<file path="config.mk">
export PLATFORM = sky130hd
export DESIGN_NAME = crc16_tx_framer
export DESIGN_NICKNAME = d
export VERILOG_FILES = /design/src/rtl/crc16_tx_framer.sv
export SDC_FILE = /design/constraint.sdc
export NUM_CORES = 1
export LEC_CHECK = 0
export ABC_CLOCK_PERIOD_IN_PS = 2700
export CAP_MARGIN = 20
export CORE_MARGIN = 2
export CORE_UTILIZATION = 50
export DETAILED_ROUTE_END_ITERATION = 10
export GPL_ROUTABILITY_DRIVEN = 0
export PLACE_DENSITY = 0.76
export SETUP_SLACK_MARGIN = 0.3
export SLEW_MARGIN = 40
export SYNTH_ARGS = -nofsm -noshare
export SYNTH_HDL_FRONTEND = slang
export SYNTH_SLANG_ARGS = --single-unit
</file>
<file path="constraint.sdc">
create_clock -name clk -period 2.7 [get_ports clk]
set_input_delay 0.81 -clock clk [delete_from_list [all_inputs] [get_ports clk]]
set_output_delay 0.81 -clock clk [all_outputs]
set_load 0.02 [all_outputs]
</file>
<file path="src/rtl/crc16_tx_framer.sv">
// Byte-stream to bit-serial framer: drives a bit-serial CRC-16 engine and appends its CRC after the payload.
// Build option: define CRC16_TX_INVERT_EN to transmit the CRC ones-complemented (CRC-16/GENIBUS).
module crc16_tx_framer (
    input  logic        clk,
    input  logic        rst_n,
    input  logic [7:0]  i_byte,
    input  logic        i_byte_valid,
    input  logic        i_byte_last,
    output logic        o_byte_ready,
    output logic        o_bit,
    output logic        o_bit_valid,
    input  logic        i_bit_ready,
    output logic        o_crc_reload,
    output logic        o_crc_valid,
    output logic        o_crc_data,
    output logic        o_crc_shift,
    input  logic [15:0] i_crc,
    output logic        o_busy,
    output logic        o_frame_done
);

    typedef enum logic [1:0] {IDLE, DATA, CRC, DONE} state_e;

    state_e      state_q;
    logic [7:0]  shift_q;
    logic [2:0]  bit_cnt_q;
    logic        shift_full_q;
    logic        cur_last_q;
    logic [7:0]  hold_q;
    logic        hold_full_q;
    logic        hold_last_q;
    logic        last_seen_q;
    logic [3:0]  crc_cnt_q;
    logic        armed_q;
    logic        frame_done_q;

    logic        accept;
    logic        xfer;
    logic        crc_bit;
    logic        unused_crc;

    // Only the engine's MSB is ever observed; the remaining bits shift up into it.
    assign unused_crc = ^i_crc[14:0];

`ifdef CRC16_TX_INVERT_EN
    assign crc_bit = ~i_crc[15];
`else
    assign crc_bit = i_crc[15];
`endif

    always_comb begin
        // NOTE: every combinational output gets a default first, so no path can infer a latch.
        o_byte_ready = 1'b0;
        o_bit        = 1'b0;
        o_bit_valid  = 1'b0;
        case (state_q)
            IDLE: o_byte_ready = armed_q;
            DATA: begin
                o_byte_ready = !hold_full_q && !last_seen_q;
                o_bit        = shift_q[7];
                o_bit_valid  = shift_full_q;
            end
            CRC: begin
                o_bit       = crc_bit;
                o_bit_valid = 1'b1;
            end
            default: ;
        endcase
    end

    assign accept       = i_byte_valid && o_byte_ready;
    assign xfer         = o_bit_valid && i_bit_ready;
    assign o_crc_reload = (state_q == IDLE) && accept;
    assign o_crc_valid  = xfer;
    assign o_crc_data   = xfer && (state_q == DATA) && shift_q[7];
    assign o_crc_shift  = xfer && (state_q == CRC);
    assign o_busy       = (state_q == DATA) || (state_q == CRC);
    assign o_frame_done = frame_done_q;

    // NOTE: sequential state uses non-blocking assignments only; reset is asynchronous and clears every register.
    always_ff @(posedge clk or negedge rst_n) begin
        if (!rst_n) begin
            state_q      <= IDLE;
            shift_q      <= 8'h00;
            bit_cnt_q    <= 3'd0;
            shift_full_q <= 1'b0;
            cur_last_q   <= 1'b0;
            hold_q       <= 8'h00;
            hold_full_q  <= 1'b0;
            hold_last_q  <= 1'b0;
            last_seen_q  <= 1'b0;
            crc_cnt_q    <= 4'd0;
            armed_q      <= 1'b0;
            frame_done_q <= 1'b0;
        end else begin
            armed_q      <= 1'b1;
            frame_done_q <= 1'b0;
            if (accept && i_byte_last) begin
                last_seen_q <= 1'b1;
            end
            case (state_q)
                IDLE: begin
                    if (accept) begin
                        shift_q      <= i_byte;
                        cur_last_q   <= i_byte_last;
                        shift_full_q <= 1'b1;
                        bit_cnt_q    <= 3'd0;
                        state_q      <= DATA;
                    end
                end
                DATA: begin
                    if (xfer) begin
                        shift_q   <= {shift_q[6:0], 1'b0};
                        bit_cnt_q <= bit_cnt_q + 3'd1;
                        if (bit_cnt_q == 3'd7) begin
                            // Byte boundary: refill from the holding register, the source, or finish payload.
                            if (hold_full_q) begin
                                shift_q     <= hold_q;
                                cur_last_q  <= hold_last_q;
                                hold_full_q <= 1'b0;
                            end else if (cur_last_q) begin
                                shift_full_q <= 1'b0;
                                crc_cnt_q    <= 4'd0;
                                state_q      <= CRC;
                            end else if (accept) begin
                                shift_q    <= i_byte;
                                cur_last_q <= i_byte_last;
                            end else begin
                                shift_full_q <= 1'b0;
                            end
                        end else if (accept) begin
                            hold_q      <= i_byte;
                            hold_last_q <= i_byte_last;
                            hold_full_q <= 1'b1;
                        end
                    end else if (accept) begin
                        if (shift_full_q) begin
                            hold_q      <= i_byte;
                            hold_last_q <= i_byte_last;
                            hold_full_q <= 1'b1;
                        end else begin
                            shift_q      <= i_byte;
                            cur_last_q   <= i_byte_last;
                            shift_full_q <= 1'b1;
                        end
                    end
                end
                CRC: begin
                    if (xfer) begin
                        crc_cnt_q <= crc_cnt_q + 4'd1;
                        if (crc_cnt_q == 4'd15) begin
                            state_q      <= DONE;
                            frame_done_q <= 1'b1;
                        end
                    end
                end
                DONE: begin
                    state_q     <= IDLE;
                    last_seen_q <= 1'b0;
                    cur_last_q  <= 1'b0;
                    hold_last_q <= 1'b0;
                    bit_cnt_q   <= 3'd0;
                end
                default: state_q <= IDLE;
            endcase
        end
    end

endmodule

</file>
==> results.py, run 1 <==
metrics = {
    "yosys": {
        "post_synthesis_sequential_element_count": 32,
        "yosys.area.top_type_share": 0.398,
        "count_of_flip_flops_with_a_built_in_enable_after_synthesis": 0,
        "ys_async_sr_fraction": 1.00,
        "synth_top_cell_by_area": "sky130_fd_sc_hd__dfrtp_1",
        "synth_warnings": 0,
        "synth_flop_cell": "sky130_fd_sc_hd__dfrtp_1",
        "mappedNetlistNets": 261,
        "avgSynthCellArea_um2": 8.94,
        "syn-cell-area_um2": 2010,
        "synth.yosys.seq_area_share": 0.398,
        "post_synth_inst_count": 225,
        "netlist-cell-type-count": 47,
        "ys_top_cells_by_area": "sky130_fd_sc_hd__dfrtp_1 (40%), sky130_fd_sc_hd__mux2_2 (5.0%), sky130_fd_sc_hd__ha_1 (4.4%), sky130_fd_sc_hd__nand2_1 (4.3%), sky130_fd_sc_hd__o21ai_0 (4.0%)",
    },
    "die": {
        "die_width_um": 67.4,
        "core.rowCount": 23,
        "die_outline_area_um2": 4540,
        "initial_utilization": 0.510,
        "floorplan.io_pins": 38,
        "core_area_um2": 3940,
        "floorplan.die.height_um": 67.4,
    },
    "worst_hold_path": {
        "holdPathEnd": "bit_cnt_q[0]",
        "hold_path_stages": 1,
        "hold_path_class": "reg -> reg",
        "holdCritStartpoint": "bit_cnt_q[0]",
    },
    "layout": {
        "seqCellArea_um2": 801,
        "fin_cells": 318,
        "layout.cells.most_common_list": "sky130_fd_sc_hd__dfrtp_1 (32), sky130_fd_sc_hd__buf_4 (28), sky130_fd_sc_hd__nand2_1 (22), sky130_fd_sc_hd__o21ai_0 (16), sky130_fd_sc_hd__nor2_1 (13)",
        "final_common_cell": "sky130_fd_sc_hd__dfrtp_1",
        "area_grow_syn2layout_pct": 30.4,
        "nNetsFinal": 303,
        "area_used_by_multi_input_combinational_logic_um2": 1180,
        "final_layout_size_suffix_gt1_frac": 0.257,
        "diode_count": 0,
        "fillers": 331,
        "final_util": 0.665,
    },
    "timing": {
        "fin_crit_sh": 0.906,
        "fmax_mhz": 409,
        "final.setup_skew_ns": 0.000817,
        "timing.final.ws_setup_ns": 0.254,
        "fin_setup_tns_ns": 0,
        "rsz0062_at_grt": "yes",
        "final_hold_viol_count": 0,
        "slew_violations": 0,
        "period_minus_slack_ns": 2.45,
        "setup_failing_eps_final": 0,
    },
    "critical_path": {
        "crit_required_ns": 1.89,
        "critical_path.reg2reg.startpoint": "state_q[0]",
        "worst-endpoint-arrival_ns": 1.64,
        "worst_setup_path_end_kind": "output port",
        "r2r_end": "shift_q[2]",
        "worst_r2r_path_depth": 10,
        "timing.critical_path.from": "state_q[0]",
        "setup.worst_path.start_class": "register",
        "register_to_register_setup_slack_ns": 0.45,
        "critical_path.max_fanout": 3,
        "setup.worst_path.class": "reg -> out",
    },
    "power": {
        "combPwrFrac": 0.531,
        "total_power_mw": 2.83,
        "net-switching-power_mw": 1.10,
        "sequential_power_share": 0.289,
        "pwr-share-clk": 0.180,
        "max-vdd-ir-drop_mv": 0.441,
        "p_int_mw": 1.72,
        "power_switching_share": 0.390,
        "power.density_cell_area_nw_per_um2": 1080,
        "static-leakage-power_nw": 1.11,
    },
    "detailed_routing": {
        "drt_antenna_net_count": 0,
        "dr.first_iter.drc_count": 93,
        "drt_pre_antenna_iters": 5,
        "route.detailed.vias_per_inst": 5.93,
        "vias": 1885,
        "drc_errors": 0,
        "wl_um": 4910,
        "avgRoutedWirePerCell_um": 15.4,
    },
    "cts": {
        "clock_tree.buffer_depth": 2,
        "h-tree-depth": 2,
        "root_buffer": "sky130_fd_sc_hd__clkbuf_8",
        "cts_buffers": 5,
        "cts_tree": "done",
        "post_cts_hold_buffer_count": 0,
        "clkSinkCount": 32,
        "clk_latency_ns": 0.29,
        "clk_pin_slew_worst_paths_ns": 0.07,
    },
    "placed_design": {
        "preCtsSetupSlack_ns": -0.505,
        "post-dp-hpwl_um": 3320,
        "placed_cells": 307,
        "placement.io_buffers": 22,
    },
    "global_route": {
        "antenna_found_initial": 0,
        "grt_util_all_layers": 0.245,
        "grt_pass1_wl_um": 8150,
        "globalRoute.totalOverflow": 0,
        "grt_pass1_vias": 1793,
        "grt_max_degree": 33,
    },
    "job": {
        "drv_cap": 0,
    },
    "run_status": {
        "outcome": "finished, final reports clean",
    },
}
==> state kept, by name, indices dropped and copies added (netlist names) <==
name,cells
hold_q,8
shift_q,8
crc_cnt_q,4
bit_cnt_q,3
state_q,2
armed_q,1
cur_last_q,1
hold_full_q,1
hold_last_q,1
last_seen_q,1
o_frame_done,1
shift_full_q,1
==> stage by stage <==
step	area [um2]	hold slack, ns
floorplan	2050	0.457
global placement	2420	0.479
detailed placement	2420	0.486
CTS	2570	0.495
global route	2620	0.501
finish	2620	0.497
==> repair_timing <==
item,4_1_cts,5_1_grt
hold endpoints to repair,0,0
setup buffers,1,2
setup endpoints to repair,15,9
resized for setup,41,13
pin swaps,3,7
==> per-layer routing <==
| metal | GRT usage | vias to the layer above | share of wire |
|---|---|---|---|
| li1 | - | 903 | - |
| met1 | 0.294 | 915 | 0.42 |
| met2 | 0.422 | 53 | 0.51 |
| met3 | 0.0483 | 14 | 0.044 |
| met4 | 0.112 | 0 | 0.027 |
| met5 | 0 | - | 0 |
==> worst max-delay path, stage by stage, from the launching register on <==
cell	delay [ns]
sky130_fd_sc_hd__dfrtp_1	0.37
sky130_fd_sc_hd__inv_2	0.09
sky130_fd_sc_hd__ha_4	0.28
sky130_fd_sc_hd__o211ai_1	0.12
sky130_fd_sc_hd__or2_4	0.29
sky130_fd_sc_hd__nor2_4	0.08
sky130_fd_sc_hd__buf_6	0.11
==> power by group through the flow <==
stage / clock network (mW) / registers (mW) / logic, mW
after global placement: 0 / 0.812 / 1.34
after global routing: 0.540 / 0.839 / 1.65
after floorplan: 0 / 0.786 / 0.949
after detailed placement: 0 / 0.822 / 1.37
final: 0.509 / 0.816 / 1.50
after CTS: 0.519 / 0.812 / 1.40
==> kinds of logic after synthesis <==
group,synth area share
adder cells (fa/ha/maj),0.0436
AO/OA/AOI/OAI,0.191
other,0.00187
flip-flops,0.398
AND/OR/NAND/NOR,0.250
multiplexers,0.0653
buffers and inverters,0.0498
==> layout make-up <==
| type | count | area share |
|---|---|---|
| Inverter | 9 | 0.0129 |
| Sequential cell | 32 | 0.305 |
| Multi-Input combinational cell | 170 | 0.450 |
| Clock buffer | 7 | 0.0367 |
| Tap cell | 50 | 0.0239 |
| Clock inverter | 1 | 0.0115 |
| Timing Repair Buffer | 49 | 0.159 |
==> cell usage after synthesis, types with 5 or more instances <==
| master | count |
|---|---|
| sky130_fd_sc_hd__nand3_1 | 8 |
| sky130_fd_sc_hd__a21oi_1 | 10 |
| sky130_fd_sc_hd__ha_1 | 7 |
| sky130_fd_sc_hd__o22ai_1 | 5 |
| sky130_fd_sc_hd__o21ai_0 | 16 |
| sky130_fd_sc_hd__dfrtp_1 | 32 |
| sky130_fd_sc_hd__inv_1 | 9 |
| sky130_fd_sc_hd__clkbuf_1 | 10 |
| sky130_fd_sc_hd__nor3_1 | 7 |
| sky130_fd_sc_hd__nor2b_1 | 9 |
| sky130_fd_sc_hd__mux2_2 | 9 |
| sky130_fd_sc_hd__nor2_1 | 15 |
| sky130_fd_sc_hd__nand2_1 | 23 |
==> worst max path at each step <==
stage | slack, ns | cells after the start | end
2_1_floorplan | 0.11 | 6 | o_crc_data
3_3_place_gp | -0.50 | 5 | o_crc_data
3_5_place_dp | -0.51 | 5 | o_crc_data
4_1_cts | 0.21 | 6 | o_crc_data
5_1_grt | 0.18 | 6 | o_crc_data
6_report | 0.25 | 6 | o_crc_data
No activity file was read; power rests on OpenSTA's default activity.
==> run 2, diff against run 1 <==
--- a/config.mk
+++ b/config.mk
@@ -5,7 +5,7 @@
 export SDC_FILE = /design/constraint.sdc
 export NUM_CORES = 1
 export LEC_CHECK = 0
-export ABC_CLOCK_PERIOD_IN_PS = 2700
+export ABC_CLOCK_PERIOD_IN_PS = 2300
 export CAP_MARGIN = 20
 export CORE_MARGIN = 2
 export CORE_UTILIZATION = 50
==> constraint.sdc (replaced) <==
create_clock -name clk -period 2.3 [get_ports clk]
set_input_delay 0.69 -clock clk [delete_from_list [all_inputs] [get_ports clk]]
set_output_delay 0.69 -clock clk [all_outputs]
set_load 0.02 [all_outputs]
==> results.py, run 2 (same netlist as run 1, synthesis figures left out) <==
metrics = {
    "die": {
        "initial_utilization": 0.510,
        "floorplan.die.height_um": 67.4,
        "die_outline_area_um2": 4540,
        "die_width_um": 67.4,
        "floorplan.io_pins": 38,
        "core_area_um2": 3940,
        "core.rowCount": 23,
    },
    "layout": {
        "final_util": 0.793,
        "diode_count": 0,
        "final_common_cell": "sky130_fd_sc_hd__dfrtp_1",
        "registers_with_the_most_flip_flops": "hold_q: 8 flops, shift_q: 8 flops, crc_cnt_q: 4 flops",
        "nNetsFinal": 328,
        "fin_cells": 342,
        "final_layout_size_suffix_gt1_frac": 0.445,
        "layout.cells.most_common_list": "sky130_fd_sc_hd__dfrtp_1 (32), sky130_fd_sc_hd__buf_4 (31), sky130_fd_sc_hd__buf_6 (25), sky130_fd_sc_hd__nand2_1 (20), sky130_fd_sc_hd__clkdlybuf4s50_1 (11)",
        "area_grow_syn2layout_pct": 55.5,
        "fin_area_um2": 3130,
    },
    "critical_path": {
        "critical_path.reg2reg.startpoint": "state_q[1]",
        "critical_path.max_fanout": 3,
        "crit_path_cell_trace": "inv_2 -> ha_4 -> o211ai_1 -> or2_4 -> nor2_4 -> buf_6",
        "crit_path_max_incr_delay_ns": 0.40,
        "cp_top_family": "flip-flops",
        "path_depth": 6,
        "crit_required_ns": 1.61,
        "crit_slowest_cell": "sky130_fd_sc_hd__dfrtp_1",
        "timing.critical_path.from": "state_q[1]",
        "setup.worst_path.start_class": "register",
        "worst_r2r_path_depth": 11,
        "setup.worst_path.class": "reg -> out",
        "worst_setup_path_end_kind": "output port",
        "worstPathBufferInverterCount": 2,
        "worst-endpoint-arrival_ns": 1.64,
    },
    "cts": {
        "clock_tree.buffer_depth": 2,
        "clk_pin_slew_worst_paths_ns": 0.07,
        "clk_latency_ns": 0.29,
        "post_cts_hold_buffer_count": 0,
        "cts_tree": "done",
        "root_buffer": "sky130_fd_sc_hd__clkbuf_8",
        "clkSinkCount": 32,
        "h-tree-depth": 2,
        "cts_buffers": 5,
    },
    "power": {
        "power_switching_share": 0.402,
        "sequential_power_share": 0.243,
        "power.density_cell_area_nw_per_um2": 1320,
        "pwr-share-clk": 0.115,
        "combPwrFrac": 0.643,
        "net-switching-power_mw": 1.66,
        "static-leakage-power_nw": 1.34,
        "max-vdd-ir-drop_mv": 0.647,
        "p_int_mw": 2.47,
    },
    "detailed_routing": {
        "drt_pre_antenna_iters": 4,
        "route.detailed.vias_per_inst": 6.00,
        "drt_antenna_net_count": 0,
        "vias": 2051,
        "avgRoutedWirePerCell_um": 18.6,
        "wl_um": 6350,
        "drc_errors": 0,
        "dr.first_iter.drc_count": 140,
    },
    "placed_design": {
        "placed_cells": 314,
        "placed_area_um2": 2510,
        "placement.io_buffers": 22,
        "post-dp-hpwl_um": 3320,
    },
    "timing": {
        "slew_violations": 0,
        "fmax_mhz": 430,
        "fin_crit_sh": 1.01,
        "timing.final.ws_setup_ns": -0.0254,
        "final_hold_viol_count": 0,
        "finalHoldWorstSlack_ns": 0.498,
        "final.setup_skew_ns": 0.00804,
        "setup_failing_eps_final": 1,
        "rsz0062_at_grt": "yes",
        "period_minus_slack_ns": 2.33,
    },
    "worst_hold_path": {
        "hold_path_stages": 1,
        "hold_path_class": "reg -> reg",
        "holdCritStartpoint": "crc_cnt_q[0]",
    },
    "global_route": {
        "grt_pass1_vias": 1946,
        "globalRoute.totalOverflow": 0,
        "grt_max_degree": 33,
        "grt_util_all_layers": 0.280,
        "antenna_found_initial": 0,
        "grt_pass1_wl_um": 9400,
    },
    "job": {
        "drv_cap": 0,
    },
    "run_status": {
        "failing_checks": "negative setup slack",
        "outcome": "finished with violations",
    },
}
run 2: changes by cell type in the layout (fill, tap and decap cells not counted), sizes merged:
cell,change
clkdlybuf4s15,-2
buf,+27
bufinv,-1
run 2: final timing paths:
path	to	slack [ns]
setup / recovery	o_crc_data	-0.03
hold / removal	crc_cnt_q[0]	0.50
setup reg to reg	shift_q[0]	0
hold reg to reg	crc_cnt_q[0]	0.50
max in group asynchronous	hold_q[4]	1.17
min in group asynchronous	state_q[1]	0.82
run 2: timing repair:
| action | in CTS | in global routing |
|---|---|---|
| pin swaps | 28 | 19 |
| setup endpoints to repair | 32 | 36 |
| buffers inserted | 16 | 4 |
| resized for setup | 117 | 34 |
| gates cloned | 1 | 0 |
run 2: routing by layer:
metal	up-vias	routed length, um	track usage
met3	12	256	0.0617
met4	0	102	0.110
met5	-	0	0
met1	1016	2640	0.341
met2	71	3340	0.480
li1	952	-	-
run 2: layout make-up:
| cell class | instances | area (um2) |
|---|---|---|
| Clock buffer | 7 | 96.3 |
| Fill cell | 252 | 816 |
| Inverter | 9 | 33.8 |
| Multi-Input combinational cell | 170 | 1420 |
| Sequential cell | 32 | 801 |
| Tap cell | 50 | 62.6 |
| Timing Repair Buffer | 74 | 716 |
run 2: power by group through the flow:
stage	Clock, mW	Sequential [mW]	Combinational [mW]
2_1_floorplan	0	0.930	1.18
3_3_place_gp	0	0.968	1.67
3_5_place_dp	0	0.977	1.71
4_1_cts	0.481	0.978	2.29
5_1_grt	0.501	1.03	2.82
6_report	0.473	1.00	2.65
run 2: metrics by stage:
| step | power (mW) | setup slack (ns) | TNS, ns |
|---|---|---|---|
| 6_report | 4.13 | -0.0254 | -0.0254 |
| 5_1_grt | 4.35 | -0.0981 | -0.546 |
| 4_1_cts | 3.75 | -0.0103 | -0.0103 |
| 3_5_place_dp | 2.69 | -0.674 | -7.18 |
| 3_3_place_gp | 2.64 | -0.672 | -6.36 |
| 2_1_floorplan | 2.11 | -0.0573 | -0.0573 |
==> run 3, diff against run 2 <==
--- a/config.mk
+++ b/config.mk
@@ -9,6 +9,7 @@
 export CAP_MARGIN = 20
 export CORE_MARGIN = 2
 export CORE_UTILIZATION = 50
+export CTS_CLUSTER_DIAMETER = 50
 export DETAILED_ROUTE_END_ITERATION = 10
 export GPL_ROUTABILITY_DRIVEN = 0
 export PLACE_DENSITY = 0.76
==> results of run 3 <==
No change in the layout: final DEF, timing and power equal those of run 2.
